## src/rtl/mem_ctrl_if.sv

```systemverilog
// Bus bundle between the memory controller, its two requesters (ICache, LSB)
// and the byte-wide RAM/IO port.
interface mem_ctrl_if #(
    parameter int ADDR_W = 32
);
    logic              if_valid;
    logic [ADDR_W-1:0] if_addr;
    logic              if_done;
    logic [31:0]       if_instr;

    logic              lsb_valid;
    logic              lsb_wr;
    logic [1:0]        lsb_len;
    logic [ADDR_W-1:0] lsb_addr;
    logic [31:0]       lsb_wdata;
    logic              lsb_done;
    logic [31:0]       lsb_rdata;

    logic [7:0]        mem_din;
    logic [7:0]        mem_dout;
    logic [ADDR_W-1:0] mem_a;
    logic              mem_wr;
    logic              io_buffer_full;

    // Requesters plus the RAM/IO side of the system.
    modport master (
        output if_valid, if_addr, lsb_valid, lsb_wr, lsb_len, lsb_addr, lsb_wdata,
               mem_din, io_buffer_full,
        input  if_done, if_instr, lsb_done, lsb_rdata, mem_dout, mem_a, mem_wr
    );

    // The controller itself.
    modport slave (
        input  if_valid, if_addr, lsb_valid, lsb_wr, lsb_len, lsb_addr, lsb_wdata,
               mem_din, io_buffer_full,
        output if_done, if_instr, lsb_done, lsb_rdata, mem_dout, mem_a, mem_wr
    );
endinterface

```

## src/rtl/mem_ctrl.sv

```systemverilog
// Single-port RAM controller: arbitrates ICache fetches and LSB loads/stores
// onto a byte-wide port, serialising each access into little-endian bytes.
module mem_ctrl #(
    parameter int                ADDR_W  = 32,
    parameter logic [ADDR_W-1:0] IO_BASE = ADDR_W'(32'h0003_0000)
) (
    input  logic      clk,
    input  logic      rst,
    input  logic      rdy,
    input  logic      jump_wrong,
    mem_ctrl_if.slave bus
);
    typedef enum logic [2:0] {IDLE, IFETCH, LOAD, STORE, DONE} state_t;
    typedef enum logic {GRANT_IF, GRANT_LSB} grant_t;

    state_t            state_q, state_d;
    grant_t            last_grant_q, last_grant_d;
    logic [ADDR_W-1:0] addr_q, addr_d;
    logic [31:0]       wdata_q, wdata_d;
    logic [2:0]        nbytes_q, nbytes_d;
    logic [2:0]        cnt_q, cnt_d;
    logic [31:0]       rbuf_q, rbuf_d;
    logic [ADDR_W-1:0] mem_a_q, mem_a_d;
    logic              mem_wr_q, mem_wr_d;
    logic [7:0]        mem_dout_q, mem_dout_d;
    logic              if_done_q, if_done_d;
    logic              lsb_done_q, lsb_done_d;
    logic [31:0]       if_instr_q, if_instr_d;
    logic [31:0]       lsb_rdata_q, lsb_rdata_d;

    logic       grant_if;
    logic       stall_new;
    logic       stall_cur;
    logic [1:0] ridx;

    function automatic logic [2:0] len_bytes(input logic [1:0] len);
        case (len)
            2'b00:   return 3'd1;
            2'b01:   return 3'd2;
            default: return 3'd4;
        endcase
    endfunction

    // Round-robin: IF wins a tie only if the LSB had the previous grant.
    assign grant_if  = bus.if_valid && (!bus.lsb_valid || last_grant_q == GRANT_LSB);
    assign stall_new = bus.io_buffer_full && (bus.lsb_addr >= IO_BASE);
    assign stall_cur = bus.io_buffer_full && (addr_q >= IO_BASE);
    // Read byte i is captured two edges after it is issued.
    assign ridx      = 2'(cnt_q - 3'd2);

    // NOTE: every variable gets a default before the case so no path leaves
    // one unassigned; a missed assignment in always_comb infers a latch.
    always_comb begin
        state_d      = state_q;
        last_grant_d = last_grant_q;
        addr_d       = addr_q;
        wdata_d      = wdata_q;
        nbytes_d     = nbytes_q;
        cnt_d        = cnt_q;
        rbuf_d       = rbuf_q;
        mem_a_d      = '0;
        mem_wr_d     = 1'b0;
        mem_dout_d   = 8'h00;
        if_done_d    = 1'b0;
        lsb_done_d   = 1'b0;
        if_instr_d   = if_instr_q;
        lsb_rdata_d  = lsb_rdata_q;

        case (state_q)
            IDLE: begin
                if (!jump_wrong) begin
                    if (grant_if) begin
                        state_d      = IFETCH;
                        last_grant_d = GRANT_IF;
                        addr_d       = bus.if_addr;
                        nbytes_d     = 3'd4;
                        cnt_d        = 3'd1;
                        rbuf_d       = '0;
                        mem_a_d      = bus.if_addr;
                    end else if (bus.lsb_valid) begin
                        last_grant_d = GRANT_LSB;
                        addr_d       = bus.lsb_addr;
                        wdata_d      = bus.lsb_wdata;
                        nbytes_d     = len_bytes(bus.lsb_len);
                        rbuf_d       = '0;
                        if (!bus.lsb_wr) begin
                            state_d = LOAD;
                            cnt_d   = 3'd1;
                            mem_a_d = bus.lsb_addr;
                        end else if (stall_new) begin
                            state_d = STORE;
                            cnt_d   = 3'd0;
                        end else begin
                            state_d    = STORE;
                            cnt_d      = 3'd1;
                            mem_a_d    = bus.lsb_addr;
                            mem_wr_d   = 1'b1;
                            mem_dout_d = bus.lsb_wdata[7:0];
                        end
                    end
                end
            end

            IFETCH, LOAD: begin
                if (jump_wrong) begin
                    state_d = IDLE;
                    cnt_d   = 3'd0;
                end else begin
                    if (cnt_q < nbytes_q) mem_a_d = addr_q + ADDR_W'(cnt_q);
                    if (cnt_q >= 3'd2) rbuf_d[{ridx, 3'b000} +: 8] = bus.mem_din;
                    cnt_d = cnt_q + 3'd1;
                    if (cnt_q == nbytes_q + 3'd1) begin
                        state_d = DONE;
                        cnt_d   = 3'd0;
                        if (state_q == IFETCH) begin
                            if_done_d  = 1'b1;
                            if_instr_d = rbuf_d;
                        end else begin
                            lsb_done_d  = 1'b1;
                            lsb_rdata_d = rbuf_d;
                        end
                    end
                end
            end

            // A store always runs to completion; only IO back-pressure delays it.
            STORE: begin
                if (cnt_q == nbytes_q) begin
                    state_d    = DONE;
                    cnt_d      = 3'd0;
                    lsb_done_d = 1'b1;
                end else if (!stall_cur) begin
                    mem_a_d    = addr_q + ADDR_W'(cnt_q);
                    mem_wr_d   = 1'b1;
                    mem_dout_d = wdata_q[{cnt_q[1:0], 3'b000} +: 8];
                    cnt_d      = cnt_q + 3'd1;
                end
            end

            DONE:    state_d = IDLE;
            default: state_d = IDLE;
        endcase
    end

    // NOTE: sequential state uses non-blocking assignments so every register
    // samples pre-edge values regardless of statement order.
    always_ff @(posedge clk or posedge rst) begin
        if (rst) begin
            state_q      <= IDLE;
            last_grant_q <= GRANT_IF;
            addr_q       <= '0;
            wdata_q      <= '0;
            nbytes_q     <= '0;
            cnt_q        <= '0;
            rbuf_q       <= '0;
            mem_a_q      <= '0;
            mem_wr_q     <= 1'b0;
            mem_dout_q   <= 8'h00;
            if_done_q    <= 1'b0;
            lsb_done_q   <= 1'b0;
            if_instr_q   <= '0;
            lsb_rdata_q  <= '0;
        end else if (rdy) begin
            state_q      <= state_d;
            last_grant_q <= last_grant_d;
            addr_q       <= addr_d;
            wdata_q      <= wdata_d;
            nbytes_q     <= nbytes_d;
            cnt_q        <= cnt_d;
            rbuf_q       <= rbuf_d;
            mem_a_q      <= mem_a_d;
            mem_wr_q     <= mem_wr_d;
            mem_dout_q   <= mem_dout_d;
            if_done_q    <= if_done_d;
            lsb_done_q   <= lsb_done_d;
            if_instr_q   <= if_instr_d;
            lsb_rdata_q  <= lsb_rdata_d;
        end
    end

    assign bus.mem_a     = mem_a_q;
    assign bus.mem_wr    = mem_wr_q;
    assign bus.mem_dout  = mem_dout_q;
    assign bus.if_done   = if_done_q;
    assign bus.if_instr  = if_instr_q;
    assign bus.lsb_done  = lsb_done_q;
    assign bus.lsb_rdata = lsb_rdata_q;
endmodule

```

## src/flat_wrapper.sv

```systemverilog
// flat-port wrapper written by rule: the top's interface ports become plain ports
module mem_ctrl_flat 
#(
    parameter int                ADDR_W  = 32,
    parameter logic [ADDR_W-1:0] IO_BASE = ADDR_W'(32'h0003_0000)
)
  (clk, rst, rdy, jump_wrong, bus_if_valid, bus_if_addr, bus_lsb_valid, bus_lsb_wr, bus_lsb_len, bus_lsb_addr, bus_lsb_wdata, bus_mem_din, bus_io_buffer_full, bus_if_done, bus_if_instr, bus_lsb_done, bus_lsb_rdata, bus_mem_dout, bus_mem_a, bus_mem_wr);
  mem_ctrl_if #(.ADDR_W(ADDR_W)) bus_i ();
  input  logic clk;
  input  logic rst;
  input  logic rdy;
  input  logic jump_wrong;
  input wire logic [$bits(bus_i.if_valid)-1:0] bus_if_valid;
  input wire logic [$bits(bus_i.if_addr)-1:0] bus_if_addr;
  input wire logic [$bits(bus_i.lsb_valid)-1:0] bus_lsb_valid;
  input wire logic [$bits(bus_i.lsb_wr)-1:0] bus_lsb_wr;
  input wire logic [$bits(bus_i.lsb_len)-1:0] bus_lsb_len;
  input wire logic [$bits(bus_i.lsb_addr)-1:0] bus_lsb_addr;
  input wire logic [$bits(bus_i.lsb_wdata)-1:0] bus_lsb_wdata;
  input wire logic [$bits(bus_i.mem_din)-1:0] bus_mem_din;
  input wire logic [$bits(bus_i.io_buffer_full)-1:0] bus_io_buffer_full;
  output wire logic [$bits(bus_i.if_done)-1:0] bus_if_done;
  output wire logic [$bits(bus_i.if_instr)-1:0] bus_if_instr;
  output wire logic [$bits(bus_i.lsb_done)-1:0] bus_lsb_done;
  output wire logic [$bits(bus_i.lsb_rdata)-1:0] bus_lsb_rdata;
  output wire logic [$bits(bus_i.mem_dout)-1:0] bus_mem_dout;
  output wire logic [$bits(bus_i.mem_a)-1:0] bus_mem_a;
  output wire logic [$bits(bus_i.mem_wr)-1:0] bus_mem_wr;
  assign bus_i.if_valid = bus_if_valid;
  assign bus_i.if_addr = bus_if_addr;
  assign bus_i.lsb_valid = bus_lsb_valid;
  assign bus_i.lsb_wr = bus_lsb_wr;
  assign bus_i.lsb_len = bus_lsb_len;
  assign bus_i.lsb_addr = bus_lsb_addr;
  assign bus_i.lsb_wdata = bus_lsb_wdata;
  assign bus_i.mem_din = bus_mem_din;
  assign bus_i.io_buffer_full = bus_io_buffer_full;
  assign bus_if_done = bus_i.if_done;
  assign bus_if_instr = bus_i.if_instr;
  assign bus_lsb_done = bus_i.lsb_done;
  assign bus_lsb_rdata = bus_i.lsb_rdata;
  assign bus_mem_dout = bus_i.mem_dout;
  assign bus_mem_a = bus_i.mem_a;
  assign bus_mem_wr = bus_i.mem_wr;
  mem_ctrl #(.ADDR_W(ADDR_W), .IO_BASE(IO_BASE)) u_core (.clk(clk), .rst(rst), .rdy(rdy), .jump_wrong(jump_wrong), .bus(bus_i));
endmodule
```

## config.mk

```make
export PLATFORM = sky130hd
export DESIGN_NAME = mem_ctrl_flat
export DESIGN_NICKNAME = d
export VERILOG_FILES = /design/src/rtl/mem_ctrl_if.sv /design/src/rtl/mem_ctrl.sv /design/src/flat_wrapper.sv
export SDC_FILE = /design/constraint.sdc
export NUM_CORES = 1
export LEC_CHECK = 0
export BUFFER_PORTS_ARGS = -buffer_cell sky130_fd_sc_hd__buf_2
export CAP_MARGIN = 20
export CORE_MARGIN = 10
export CORE_UTILIZATION = 59
export DETAILED_ROUTE_END_ITERATION = 10
export GPL_ROUTABILITY_DRIVEN = 0
export PLACE_DENSITY_LB_ADDON = 0.12
export SLEW_MARGIN = 20
export SYNTH_ARGS = -nofsm -noshare
export SYNTH_HDL_FRONTEND = slang
export SYNTH_SLANG_ARGS = --single-unit
```

## constraint.sdc

```tcl
create_clock -name clk -period 11.2 [get_ports clk]
set_clock_uncertainty 0.1 [all_clocks]
set_input_delay 1.12 -clock clk [delete_from_list [all_inputs] [get_ports clk]]
set_output_delay 1.12 -clock clk [all_outputs]
set_load 0.1 [all_outputs]
```

==> impl_metrics.env <==
export IMPL_status="completed"
export IMPL_numCtsBuffers=23
export IMPL_p_leak_nw=6.015
export IMPL_ys_warn_count=0
export IMPL_min_period_over_period_pct=32.43
export IMPL_yosys_most_used_dff="dfrtp_1"
export IMPL_wire_per_inst_um=20.77
export IMPL_crit_fanout=37
export IMPL_synth_area_per_cell_um2=10.54
export IMPL_rsz0062_at_grt="no"
export IMPL_clk_pin_slew_ns=0.06
export IMPL_synthDistinctLibCells=66
export IMPL_hold_start="u_core.bus.mem_dout[3]"
export IMPL_via_per_inst=6.043
export IMPL_final_nets=1317
export IMPL_crit_slowest_cell="nor2_4"
export IMPL_setup_viol=0
export IMPL_vias=8642
export IMPL_die_w_um=153.2
export IMPL_io_pins=221
export IMPL_dieArea_mm2=0.02345
export IMPL_ys_seq_area_share_pct=50.96
export IMPL_synth_cells=992
export IMPL_worstPathRequired_ns=11.50
export IMPL_maxSlewViolCount=0
export IMPL_ys_seq_elements=213
export IMPL_n_fill_cell=1302
export IMPL_htree_levels=1
export IMPL_start_util_pct=60.27
export IMPL_startpoint="bus_lsb_valid"
export IMPL_grt_usage_pct=24.45
export IMPL_antenna_left=0
export IMPL_setup_tns_ns=0
export IMPL_slew_headroom_pct=27.35
export IMPL_synth_area_mm2=0.01046
export IMPL_worst_slew_pin_slew_ns=1.076
export IMPL_fp_coreArea_mm2=0.01736
export IMPL_holdCritPathClass="register to register"
export IMPL_antenna_found_initial=4
export IMPL_cts_sinks=213
export IMPL_clockRootBuffer="clkbuf_16"
export IMPL_arrival_ns=3.93
export IMPL_post_cts_resized=0
export IMPL_post_dp_hpwl_um=20220
export IMPL_cp_end_kind="register"
export IMPL_placement_io_buffers=220
export IMPL_grt_pass1_wl_um=47960
export IMPL_drt_first_pass_iters=5
export IMPL_post_cts_buffers=0
export IMPL_grt_max_degree=144
export IMPL_hold_slack_ns=0.3781
export IMPL_insertion_delay_ns=0.51
export IMPL_hold_viol=0
export IMPL_fin_cells=1430
export IMPL_wirelength_um=29700
export IMPL_r2r_start="u_core.cnt_q[1]"
export IMPL_cts_hold_buf=0
export IMPL_syn2layout_area_growth_pct=18.67
export IMPL_cp_start_kind="primary input"
export IMPL_placedCellCount=1389
export IMPL_die_h_um=153.2
export IMPL_fmax_mhz=275.3
export IMPL_row_count=48
export IMPL_slowest_delay_ns=0.97
export IMPL_ys_async_sr_fraction_pct=100.0
export IMPL_tritoncts="built"
export IMPL_first_iter_violations=727
export IMPL_drive_gt1_share_pct=29.43
export IMPL_drcViolationCount=0
export IMPL_critPathKind="primary input to register"
export IMPL_grt_pass1_vias=9067
export IMPL_irDropWorstVdd_uv=255.1
export IMPL_overflow=0
export IMPL_fin_crit_ns=3.632
export IMPL_synth_edff_count=0
export IMPL_clockBufferDepth=3
export IMPL_syn_nets=1120
export IMPL_drv_cap=0
export IMPL_p_per_area_mw_per_mm2=317.7
export IMPL_crit_chain="buf_2 -> a21boi_0 -> nand3_2 -> nor2_4 -> a221oi_1 -> o21ai_0"
==> final cells by class <==
cell class	count	area [um2]	share of cell area (%)
multi-input combinational	696	4761	38.35
antenna	2	5.005	0.04032
clock inverter	4	73.82	0.5947
sequential	213	5330	42.94
clock buffer	35	680.7	5.483
tap	225	281.5	2.268
timing repair buffer	231	1184	9.535
inverter	24	97.59	0.7862
==> cell families after synthesis <==
logic type	share of synthesized area, %
muxes	8.696
buffers and inverters	3.732
xor gates and xnor gates	2.739
and+or+nand+nor	15.71
adders and majority gates	1.746
DFF	50.96
AOI/OAI and AO/OA	16.42
==> cell usage in the layout, fill, tap and decap left out, drive strengths merged, types with 7 or more instances in the layout <==
cell type	n
buf	231
a31oi	32
and2	13
mux4	8
inv	24
mux2	63
a221o	7
ha	13
nand2	123
a221oi	20
o21ai	51
clkbuf	35
nor3	11
nand4	21
xor2	24
a21oi	54
o2bb2ai	18
nor4	13
and3	40
a22oi	9
nand3	9
dfrtp	213
a22o	31
nor2	77
==> cell usage after synthesis, drive strengths merged (11+ instances only) <==
cell type	number	share of area, %
a21oi	54	2.6
dfrtp	213	51
inv	23	0.83
nand2	123	4.4
nor2	77	2.8
nor3	11	0.62
xor2	24	2.0
and2	13	0.78
nor4	13	1.4
ha	13	1.6
a221oi	20	1.7
a31oi	32	1.9
a22o	31	2.6
buf	25	1.7
nand4	21	1.3
o2bb2ai	18	1.5
clkbuf	34	1.2
mux2	63	6.8
o21ai	51	2.5
and3	40	2.4
==> power breakdown <==
group | internal [mW] | switching [mW] | leakage [nW]
combinational | 0.462 | 1.47 | 2.89
clock | 0.462 | 0.304 | 0.370
sequential | 1.03 | 0.213 | 2.76
==> per-stage QoR <==
step / total power, mW / utilization, % / area (um2) / setup WS [ns]
2_1_floorplan: 2.785 / - / 10460 / 4.157
3_3_place_gp: 3.135 / 67.14 / 11650 / 7.211
3_5_place_dp: 3.176 / 67.14 / 11650 / 7.137
4_1_cts: 3.954 / 71.49 / 12410 / 7.578
5_1_grt: 4.127 / 71.49 / 12410 / 7.333
6_report: 3.944 / 71.52 / 12410 / 7.568
==> sequential cells by signal, summed over array words and instances, names as in the netlist <==
name,flops
u_core.addr_q,32
u_core.bus.if_done,1
u_core.bus.if_instr,32
u_core.bus.lsb_done,1
u_core.bus.lsb_rdata,32
u_core.bus.mem_a,32
u_core.bus.mem_dout,8
u_core.bus.mem_wr,1
u_core.cnt_q,3
u_core.last_grant_q,1
u_core.nbytes_q,3
u_core.rbuf_q,32
u_core.state_q,3
u_core.wdata_q,32
==> worst max-delay path, delay by kind of cell <==
kind,cells,cell delay [ns]
compound gates,3,0.84
buf+inv,1,0.15
simple gates,2,1.80
==> routing by layer <==
| layer | vias up | GRT usage, % | share of wire (%) | wire [um] |
|---|---|---|---|---|
| met3 | 59 | 5.612 | 7.7 | 2292 |
| met5 | - | 0 | 0.024 | 7 |
| met1 | 4180 | 31.54 | 42 | 12500 |
| met2 | 364 | 40.01 | 48 | 14150 |
| met4 | 2 | 7.675 | 2.5 | 747 |
| li1 | 4037 | - | - | - |
==> final timing paths <==
check                                         end  depth (start not counted)  slack (ns)
max                          u_core.bus.mem_a[21]                          6        7.57
min                        u_core.bus.mem_dout[3]                          1        0.38
max reg2reg                  u_core.bus.mem_a[21]                          6        7.68
min reg2reg                u_core.bus.mem_dout[3]                          1        0.38
max in group asynchronous      u_core.nbytes_q[0]                          3        8.72
min in group asynchronous  u_core.bus.mem_dout[6]                          2        0.73
Note: power is estimated with default switching activity, not from simulation.
